**src/rtl/pll_reset_sequencer.sv**
```systemverilog
// pll_reset_sequencer
// Reset manager living in the PLL output clock domain. It synchronises the
// raw PLL lock flag, waits for it to stay high for LOCK_STABLE_CYCLES, then
// releases NUM_RESETS active-high domain resets one after another,
// STAGGER_CYCLES apart, lowest index first. Loss of lock while releasing or
// running re-asserts every reset and bumps a saturating loss counter. A
// software reset request while running replays the staggered release
// without waiting for lock again.
//
// Ports
//   clock_in        PLL output clock, all logic on the rising edge
//   rst_in          asynchronous active-low reset
//   pll_locked_in   raw PLL lock flag, asynchronous to clock_in
//   sw_reset_in     single-cycle software reset request (honoured in RUN only)
//   reset_out       active-high domain resets, bit 0 released first
//   ready_out       high only while in RUN
//   state_out       0 WAIT_LOCK, 1 STABLE, 2 RELEASE, 3 RUN
//   lock_lost_count saturating count of lock losses seen in RELEASE/RUN
module pll_reset_sequencer #(
    parameter int SYNC_STAGES        = 2,
    parameter int LOCK_STABLE_CYCLES = 1024,
    parameter int NUM_RESETS         = 4,
    parameter int STAGGER_CYCLES     = 16,
    parameter int CNT_W              = 8
) (
    input  logic                  clock_in,
    input  logic                  rst_in,
    input  logic                  pll_locked_in,
    input  logic                  sw_reset_in,
    output logic [NUM_RESETS-1:0] reset_out,
    output logic                  ready_out,
    output logic [1:0]            state_out,
    output logic [CNT_W-1:0]      lock_lost_count
);

    // Counter widths are chosen so the terminal values fit without wrapping.
    localparam int RELEASE_LEN = NUM_RESETS * STAGGER_CYCLES;
    localparam int STABLE_W    = $clog2(LOCK_STABLE_CYCLES + 1);
    localparam int STAG_W      = $clog2(RELEASE_LEN + 1);

    localparam logic [STABLE_W-1:0] STABLE_LAST = STABLE_W'(LOCK_STABLE_CYCLES - 1);
    localparam logic [STAG_W-1:0]   STAG_LAST   = STAG_W'(RELEASE_LEN);
    localparam logic [CNT_W-1:0]    CNT_MAX     = {CNT_W{1'b1}};

    typedef enum logic [1:0] {
        ST_WAIT_LOCK = 2'd0,
        ST_STABLE    = 2'd1,
        ST_RELEASE   = 2'd2,
        ST_RUN       = 2'd3
    } state_t;

    logic [SYNC_STAGES-1:0] sync_r;
    logic                   lock_s;
    state_t                 state_r;
    logic [STABLE_W-1:0]    stable_r;
    logic [STAG_W-1:0]      stagger_r;
    logic [STAG_W-1:0]      stagger_next_s;
    logic [NUM_RESETS-1:0]  release_hit_s;
    logic [NUM_RESETS-1:0]  reset_r;
    logic                   ready_r;
    logic [CNT_W-1:0]       lost_r;

    // Saturating increment for the lock-loss counter.
    function automatic logic [CNT_W-1:0] sat_inc(input logic [CNT_W-1:0] value);
        logic [CNT_W-1:0] result;
        if (value == CNT_MAX) begin
            result = value;
        end else begin
            result = value + CNT_W'(1);
        end
        return result;
    endfunction

    // Lock flag synchroniser; bit 0 takes the raw input.
    always_ff @(posedge clock_in or negedge rst_in) begin
        if (!rst_in) begin
            sync_r <= '0;
        end else begin
            sync_r <= {sync_r[SYNC_STAGES-2:0], pll_locked_in};
        end
    end

    assign lock_s = sync_r[SYNC_STAGES-1];

    // Which reset bit (if any) drops on the coming edge of the release phase.
    // Bit i drops when the post-edge stagger count reaches (i+1)*STAGGER_CYCLES.
    always_comb begin
        stagger_next_s = stagger_r + STAG_W'(1);
        release_hit_s  = '0;
        for (int i = 0; i < NUM_RESETS; i++) begin
            if (stagger_next_s == STAG_W'((i + 1) * STAGGER_CYCLES)) begin
                release_hit_s[i] = 1'b1;
            end else begin
                release_hit_s[i] = 1'b0;
            end
        end
    end

    // Sequencer FSM with registered outputs.
    always_ff @(posedge clock_in or negedge rst_in) begin
        if (!rst_in) begin
            state_r   <= ST_WAIT_LOCK;
            stable_r  <= '0;
            stagger_r <= '0;
            reset_r   <= '1;
            ready_r   <= 1'b0;
            lost_r    <= '0;
        end else begin
            case (state_r)
                ST_WAIT_LOCK: begin
                    reset_r   <= '1;
                    ready_r   <= 1'b0;
                    stable_r  <= '0;
                    stagger_r <= '0;
                    if (lock_s) begin
                        state_r <= ST_STABLE;
                    end
                end

                ST_STABLE: begin
                    if (!lock_s) begin
                        state_r  <= ST_WAIT_LOCK;
                        stable_r <= '0;
                    end else if (stable_r == STABLE_LAST) begin
                        state_r   <= ST_RELEASE;
                        stable_r  <= '0;
                        stagger_r <= '0;
                    end else begin
                        stable_r <= stable_r + STABLE_W'(1);
                    end
                end

                ST_RELEASE: begin
                    if (!lock_s) begin
                        state_r   <= ST_WAIT_LOCK;
                        reset_r   <= '1;
                        ready_r   <= 1'b0;
                        stagger_r <= '0;
                        lost_r    <= sat_inc(lost_r);
                    end else if (stagger_r == STAG_LAST) begin
                        // Last reset dropped on the previous edge.
                        state_r   <= ST_RUN;
                        ready_r   <= 1'b1;
                        stagger_r <= '0;
                    end else begin
                        stagger_r <= stagger_next_s;
                        reset_r   <= reset_r & ~release_hit_s;
                    end
                end

                ST_RUN: begin
                    // Lock loss takes precedence over a software request.
                    if (!lock_s) begin
                        state_r <= ST_WAIT_LOCK;
                        reset_r <= '1;
                        ready_r <= 1'b0;
                        lost_r  <= sat_inc(lost_r);
                    end else if (sw_reset_in) begin
                        state_r   <= ST_RELEASE;
                        reset_r   <= '1;
                        ready_r   <= 1'b0;
                        stagger_r <= '0;
                    end else begin
                        reset_r <= '0;
                        ready_r <= 1'b1;
                    end
                end

                default: begin
                    state_r   <= ST_WAIT_LOCK;
                    stable_r  <= '0;
                    stagger_r <= '0;
                    reset_r   <= '1;
                    ready_r   <= 1'b0;
                end
            endcase
        end
    end

    assign reset_out       = reset_r;
    assign ready_out       = ready_r;
    assign state_out       = state_r;
    assign lock_lost_count = lost_r;

endmodule

```
**config.mk**
```make
export PLATFORM = sky130hd
export DESIGN_NAME = pll_reset_sequencer
export DESIGN_NICKNAME = d
export VERILOG_FILES = /design/src/rtl/pll_reset_sequencer.sv
export SDC_FILE = /design/constraint.sdc
export NUM_CORES = 1
export LEC_CHECK = 0
export BUFFER_PORTS_ARGS = -buffer_cell sky130_fd_sc_hd__buf_4
export CORE_UTILIZATION = 50
export CTS_CLUSTER_DIAMETER = 30
export DETAILED_ROUTE_END_ITERATION = 10
export MAX_ROUTING_LAYER = met4
export PLACE_DENSITY_LB_ADDON = 0.15
export SYNTH_ARGS = -nofsm -noshare
export SYNTH_HDL_FRONTEND = slang
export SYNTH_SLANG_ARGS = --single-unit
```
**constraint.sdc**
```tcl
create_clock -name clock_in -period 2.4 [get_ports clock_in]
set_input_delay 0.36 -clock clock_in [delete_from_list [all_inputs] [get_ports clock_in]]
set_output_delay 0.36 -clock clock_in [all_outputs]
set_load 0.05 [all_outputs]
```
# Word-level counts from Yosys, hierarchy flattened
# Index checks and enable logic that the tools add are counted.
dict set report op_classes {
  addsub 3
  eq_ne 19
  muxes 32
  bitwise_logic 4
  n_reduce_logical 9
}
# op count
set op_table {}
lappend op_table {{two-way mux 7 bit} 6}
lappend op_table {{case mux 7 bit (4 select lines)} 1}
lappend op_table {{two-way mux 11 bit} 2}
lappend op_table {{case mux 11 bit (2 select lines)} 1}
lappend op_table {{two-way mux 4 bit} 4}
lappend op_table {{== test 7 x 6 -> 1 bit (second input constant)} 2}
lappend op_table {{== test 7 bit (second input constant)} 2}
lappend op_table {{two-way mux 2 bit} 7}
lappend op_table {{!= test 3 bit (second input constant)} 4}
lappend op_table {{case mux 4 bit (3 select lines)} 1}
lappend op_table {{adder 11 x 1 -> 11 bit (second input constant)} 1}
lappend op_table {{== test 11 x 10 -> 1 bit (second input constant)} 1}
lappend op_table {{!= test 2 bit (second input constant)} 5}
lappend op_table {{adder 8 x 1 -> 8 bit (second input constant)} 1}
lappend op_table {{== test 8 bit (second input constant)} 1}
lappend op_table {{two-way mux 1 bit} 8}
lappend op_table {{case mux 2 bit (4 select lines)} 1}
lappend op_table {{AND reduction 4 bit} 2}
lappend op_table {{adder 7 x 1 -> 7 bit (second input constant)} 1}
lappend op_table {{== test 7 x 5 -> 1 bit (second input constant)} 1}
lappend op_table {{AND 4 bit} 1}
lappend op_table {{== test 2 bit (second input constant)} 2}
lappend op_table {{inverter 4 bit} 1}
lappend op_table {{AND reduction 2 bit} 2}
lappend op_table {{other kinds (8)} 9}
dict set report totals {
  regBits 35
  in_bits 4
  out_inout_bits 15
  elab_cells 74
}

# Longest topological paths before layout
# Gate-level depths: netlist of run 1.
dict set report depth {
  depth_word 8
  ltp_mapped 7
  ltp_nobuf 6
}

# Least setup slack after synthesis of run 1
# OpenSTA, ideal clock, no wires.
dict set report synth_path {
  path_kind {register to register}
  startpoint {register state_r[0], in the netlist state_out[0]}
  endpoint {register stagger_r[4]}
  setup_ns 0.092
  arrival_time_ns 2.095
  required_ns 2.308
  path_slack_ns 0.213
  path_stages_with_launch 6
  n_path_buf 0
  period_less_slack_ns 2.187
  path_cell_list {dfrtp_1 -> ha_1 -> nor2b_1 -> or4_4 -> a21o_4 -> o31ai_2}
}
dict set report synth_between {
  elab_chain_cells 3
  word_cells_on_any_way 10
}
# item line_no
set synth_rtl {}
lappend synth_rtl {{start: declaration} 54} ;# state_t state_r;
lappend synth_rtl {{start signal: assignment} 102} ;# state_r <= ST_WAIT_LOCK;
lappend synth_rtl {{start signal: assignment} 116} ;# state_r <= ST_STABLE;
lappend synth_rtl {{start signal: assignment} 122} ;# state_r <= ST_WAIT_LOCK;
lappend synth_rtl {{== test 2 x 1 -> 1 bit or == test 2 bit (tied branches)} 109} ;# case (state_r)
lappend synth_rtl {{!= test 2 bit (no line)} --}
lappend synth_rtl {{AND reduction 4 bit (no line)} --}
lappend synth_rtl {{end signal: assignment} 146} ;# stagger_r <= stagger_next_s;
lappend synth_rtl {{end: declaration} 56} ;# logic [STAG_W-1:0] stagger_r;
# Several ways; a longest one is shown, not always the timed one.
# A chain may end at the register's enable or synchronous reset.

# Worst setup path in the final report of run 1
dict set report layout_path {
  startpoint {register state_r[0], in the netlist state_out[0]}
  endpoint {register stagger_r[5]}
}
# Same word-level chain as after synthesis.

==> metrics.txt, run 1 <==
Yosys cell types=55; maxcap violations=0; Max clock buf depth=2; Total Power=2254 uW; main flop type after synthesis=dfrtp_1; number of synthesized flops with an enable pin=0; Required @ worst endpoint=2580 ps; post-layout min period=2112 ps; hold buffers post-CTS=0; run status=finished, final reports clean; site row count=23; mux contribution to synthesized area=1.057%; Clock Skew=11.89 ps; Core ar.=4058 um^2; TritonCTS clock tree=yes; PnR worst setup slack=287.8 ps; RSZ-0062 raised after global routing=no; Overall Global Routing Usage=23.87%; Die Ht=67.28 um; first-pass GRT wire length=7762 um; Power per Cell Area=935.5 nW/um^2; Post-Synthesis Cells=233; NumNets Final=265; dpl ws=320.5 ps; Die Footprint=4527 um^2; initial antenna violation count=0; post-route ant nets=0; asr flop ratio synth=100.0%; area fraction in compound gates after synthesis=20.20%; First-pass DRT Iterations=6; Fmax achieved=473.4 MHz; syn nets=245; vias per std cell=5.888; largest family of logic cells by synthesized area=simple AND/OR/NAND/NOR gates; Worst Tran Pin Value=605.5 ps; clk sink count=35; CP Capture Type=flip-flop; WP data arrival=2300 ps; Post-CTS Setup Inserts=0; post-synthesis xor/xnor area fraction=4.521%; final worst-path cycle share=88.01%; crit path max fanout=8; vias in the first global route=1709; Root Driver=clkbuf_8; Reg2Reg Setup Slack=290 ps; Worst-Skew Late Latency=290 ps; H-tree Lvls=2; Yosys Warn Count=0; largest net degree at the start of global routing=36; DRC errors left=0; num ports=19; port buffer count=18; Synth Register Bits=35; Max VDD drop=0.7794 mV; gr ovfl total=0; Wirelength per Cell=15.05 um; antenna cells=0; final setup violating endpoints=0; Synth Area in Simple Gates=24.13%; Setup Total Neg Slack=0 ps; layout cells sized above 1=18.11%; synthesized area per cell=9.145 um^2; Adder-Cell Fraction of Synth Area=4.698%; Seq/Total Area, Yosys=41.34%; Initial Utilization=52.51%; Pins Over Slew Limit=0; 1st-iter DRT viols=59; synthesized area=2131 um^2; Hold Crit Class=input pin to asynchronous set/reset pin; critical path launch point type=flip-flop; leakage power=0.001004 uW; gpl congestion=0.7994; Slew HR=59.26%; via count=1790; Chip Width=67.28 um; CTS clk-pin slew, worst paths=80 ps; Area growth syn-to-layout=13.09%; CP Class=flip-flop to flip-flop; Detail Placement HPWL=3175 um; total routed wirelength=4576 um; Resize count post-CTS=0; CTS buffer count=5; Final Hold Viols=0
==> synth_stat cells, types with 4 or more instances <==
cell type  number  share of area (%)
nor3_1          5                1.2
a21oi_1         8                1.9
nand2_1        30                5.3
nor2_1         11                1.9
dfstp_2         4                4.9
a31oi_1         6                1.8
nand3_1        11                2.6
o21ai_0        12                2.8
xnor2_1         8                3.3
ha_1            8                4.7
inv_1          13                2.3
nand4_1         6                1.8
clkbuf_1       10                1.8
dfrtp_1        31                 36
==> final cells by class <==
class	instances	area, um^2
multi-input cells	175	1164
clock buffers	7	76.32
clock inverters	1	5.005
inverters	13	48.80
well taps	50	62.56
fillers	378	1648
flip-flops and latches	35	880.8
repair buffers	23	172.7
==> logic make-up after synthesis <==
| kind of cell | Yosys count |
|---|---|
| simple gates | 94 |
| compound gates | 60 |
| flops | 35 |
| buf+inv | 23 |
| xor+xnor | 11 |
| fa+ha+maj | 8 |
| mux | 2 |
==> registers in the layout, summed over array words and instances (netlist names) <==
| signal | count |
|---|---|
| stable_r | 11 |
| lock_lost_count | 8 |
| stagger_r | 7 |
| reset_out | 4 |
| state_out | 2 |
| sync_r | 2 |
| ready_out | 1 |
==> final timing paths <==
path / startpoint / end / cells past startpoint
max in group asynchronous: rst_in / reset_out[0]$_DFFE_PN1P_ / 1
hold reg to reg: sync_r[0]$_DFF_PN0_ / sync_r[1]$_DFF_PN0_ / 0
min in group clock_in: pll_locked_in / sync_r[0]$_DFF_PN0_ / 1
hold / removal: rst_in / ready_out$_DFFE_PN0P_ / 1
setup / recovery: state_out[0]$_DFFE_PN0P_ / stagger_r[5]$_DFFE_PN0P_ / 5
setup reg to reg: state_out[0]$_DFFE_PN0P_ / stagger_r[5]$_DFFE_PN0P_ / 5
==> report_power, final <==
group          internal [uW]  switching (uW)  leakage, uW  total [uW]
combinational            366             678     0.000500        1040
clock                    203             206    0.0000422         409
sequential               697             105     0.000462         802
total                   1270             989      0.00100        2250
==> critical path: stages, from the launching register on <==
cell	delay, ps
dfrtp_1	440
ha_1	320
nor2b_1	220
nor4_1	580
nor2_1	140
mux2_2	300
==> placed cells by master (no fill, tap or decap), types with 8 or more instances in the layout <==
cell	count
nor2_1	11
ha_1	8
buf_4	23
nand3_1	11
dfrtp_1	31
a21oi_1	8
inv_1	13
nand2_1	30
o21ai_0	12
xnor2_1	8
==> through the flow <==
stage          area, um^2  util (%)  hold slack [ps]  std cells
6_report             2410     59.39            11.70        304
2_1_floorplan        2131         -            64.41        233
5_1_grt              2410     59.39            44.55        304
4_1_cts              2410     59.39            23.52        304
3_5_place_dp         2328     57.39            341.1        296
3_3_place_gp         2328     57.39            332.0        296
==> routing by layer <==
layer | global-route usage [%] | wire (um) | up-vias | part of all wire, %
met4 | 7.979 | 69 | 0 | 1.5
met1 | 29.55 | 2215 | 867 | 48
met2 | 38.63 | 2181 | 21 | 48
met5 | - | 0 | - | 0
met3 | 5.068 | 109 | 6 | 2.4
li1 | - | - | 896 | -
Power figures use the tool's default switching activity.
==> run 2, diff against run 1 <==
Settings changed: CORE_MARGIN set to 4, CTS_BUF_LIST set to sky130_fd_sc_hd__clkbuf_16, RECOVER_POWER set to 50.
==> run 2 against run 1 <==
Compared with the run above:
- the run now ends with capacitance limit, slew limit left
- non-clock buffer count stayed put
- sequential share of layout area is 0.49 points lower
- die area is 19% higher
- register-to-register slack improved by 40 ps
- total power rose by 7.1%
- core utilization rose by 0.80 points
- count of clock-buffer cells in the layout fell by 2
- routed wire length up 1.2%
- critical path depth did not move
- sequential power increased by 0.6%
- clock power grew 46%
- first-iteration DRC count is 85% higher
==> metrics.txt, run 2 (same netlist as run 1, synthesis figures left out) <==
Pins Over Slew Limit=36 (+36); run status=finished, violations left; Root Driver=clkbuf_16; crit path max fanout=8 (unchanged); Detail Placement HPWL=3228 um (+1.7%); vias in the first global route=1787 (+4.6%); layout cells sized above 1=15.35% (-2.8 points); met2 wire length=2291 um (+5.0%); Largest register FFs=11 (unchanged); Die Footprint=5370 um^2 (+19%); RSZ-0062 raised after global routing=no; hold buffers post-CTS=0 (unchanged); vias per std cell=6.016 (+2.2%); Worst-Skew Late Latency=270 ps (-20 ps); post-route ant nets=0 (unchanged); gpl congestion=0.8055 (+0.76%); Initial Utilization=52.51% (unchanged); failing checks=capacitance limit, slew limit; antenna cells=0 (unchanged); Wirelength per Cell=15.23 um (+1.2%); Resize count post-CTS=0 (unchanged); DRC errors left=0 (unchanged); H-tree Lvls=2 (unchanged); clk sink count=35 (unchanged); Cell Count, Final, Fillers Out=304 (unchanged); Max clock buf depth=2 (unchanged); gr ovfl total=0 (unchanged); CTS clk-pin slew, worst paths=50 ps (-30 ps); critical path launch point type=flip-flop; NumNets Final=265 (unchanged); leakage power=0.001009 uW (+0.46%); via count=1829 (+2.2%); CP Class=flip-flop to flip-flop; post-layout min period=2069 ps (-42.73 ps); DR WL met3=190 um (+74%); Hold Startpoint=pll_locked_in; site row count=23 (unchanged); First-pass DRT Iterations=4 (-2); Overall Global Routing Usage=20.39% (-3.5 points); WP data arrival=2250 ps (-50 ps); Die Ht=73.28 um (+8.9%); largest register by flop count=stable_r; Power per Cell Area=988.9 nW/um^2 (+5.7%); total routed wirelength=4630 um (+1.2%); Fmax achieved=483.2 MHz (+2.1%); Max VDD drop=0.6818 mV (-13%); Final Hold Viols=0 (unchanged); 1st-iter DRT viols=109 (+85%); Worst Tran Pin Value=1856 ps (+1250 ps); Setup Total Neg Slack=0 ps (unchanged); Clock Skew=1.426 ps (-10.46 ps); largest net degree at the start of global routing=36 (unchanged); port buffer count=18 (unchanged); Required @ worst endpoint=2580 ps (about the same); Hold Crit Class=input pin to flip-flop; worst reg2reg path startpoint=state_out[0]$_DFFE_PN0P_; Highest Signal Layer=met4; Area growth syn-to-layout=14.62%; CP startpoint=state_out[0]$_DFFE_PN0P_; commonest non-fill, non-tap cell in the layout=dfrtp_1; initial antenna violation count=0 (unchanged); post-layout util=60.19% (+0.80 points); DRT met1 WL=2123 um (-4.2%); final worst-path cycle share=86.23% (-1.8 points); first-pass GRT wire length=8252 um (+6.3%); Post-CTS Setup Inserts=0 (unchanged); Core ar.=4058 um^2 (unchanged); Chip Width=73.28 um (+8.9%); Slew HR=-23.70% (-83 points); commonest cells after routing, fill and taps aside=dfrtp_1 (31), nand2_1 (30), buf_4 (16), inv_1 (14), o21ai_0 (12); CTS buffer count=5 (unchanged); final setup violating endpoints=0 (unchanged); maxcap violations=1 (+1); num ports=19 (unchanged); CP Capture Type=flip-flop; Inst Count DP=296 (unchanged); TritonCTS clock tree=yes
[run 2: changes by cell type in the layout (fill, tap and decap cells not counted)]
cell       previous run  this run
clkinv_2              1         0
clkbuf_4              0         1
clkbuf_1              2         6
clkbuf_8              5         0
clkbuf_16             0         5
inv_1                13        14
buf_4                23        16
clkinv_1              0         2
[run 2: stage by stage]
stage	hold WS, ps	total power [uW]	setup WS (ps)	cell area (um^2)
final	213.2	2415	330.6	2442
after global routing	212.2	2576	188.2	2442
after CTS	43.25	2462	325.7	2465
after detailed placement	339.8	1841	339.4	2328
after global placement	338.7	1838	392.7	2328
after floorplan	64.41	1544	213.1	2131
[run 2: final timing paths]
kind	to	slack [ps]	cells after the start
worst min-delay path	sync_r[0]$_DFF_PN0_	210	1
worst max register to register	stagger_r[3]$_DFFE_PN0P_	330	5
worst min register to register	sync_r[1]$_DFF_PN0_	350	0
min in group asynchronous	stagger_r[3]$_DFFE_PN0P_	590	1
worst max-delay path	stagger_r[3]$_DFFE_PN0P_	330	5
max in group asynchronous	stable_r[3]$_DFFE_PN0P_	740	1
[run 2: worst max-delay path, cell delays in order, from the launching register on]
cell,delay (ps)
dfrtp_1,420
ha_1,320
nor2b_1,220
or4_4,570
a21o_4,260
o31ai_2,180
[run 2: layout make-up]
cell class	count	area, um^2
fill	353	1615
inverter	13	48.80
clock buffer	5	125.1
clock inverter	3	11.26
multi-input combinational	175	1164
timing repair buffer	23	150.1
sequential	35	880.8
tap	50	62.56
[run 2: power breakdown]
part / total, uW / switching, uW / internal, uW
clock: 598 / 226 / 373
combinational: 1010 / 663 / 347
sequential: 807 / 109 / 698
total: 2420 / 997 / 1420
[run 2: per-layer routing]
metal  GRT usage, %  vias up
met4          6.557        0
met1          26.33      884
met3          4.104        4
li1               -      906
met2          32.17       35
met5              -        -
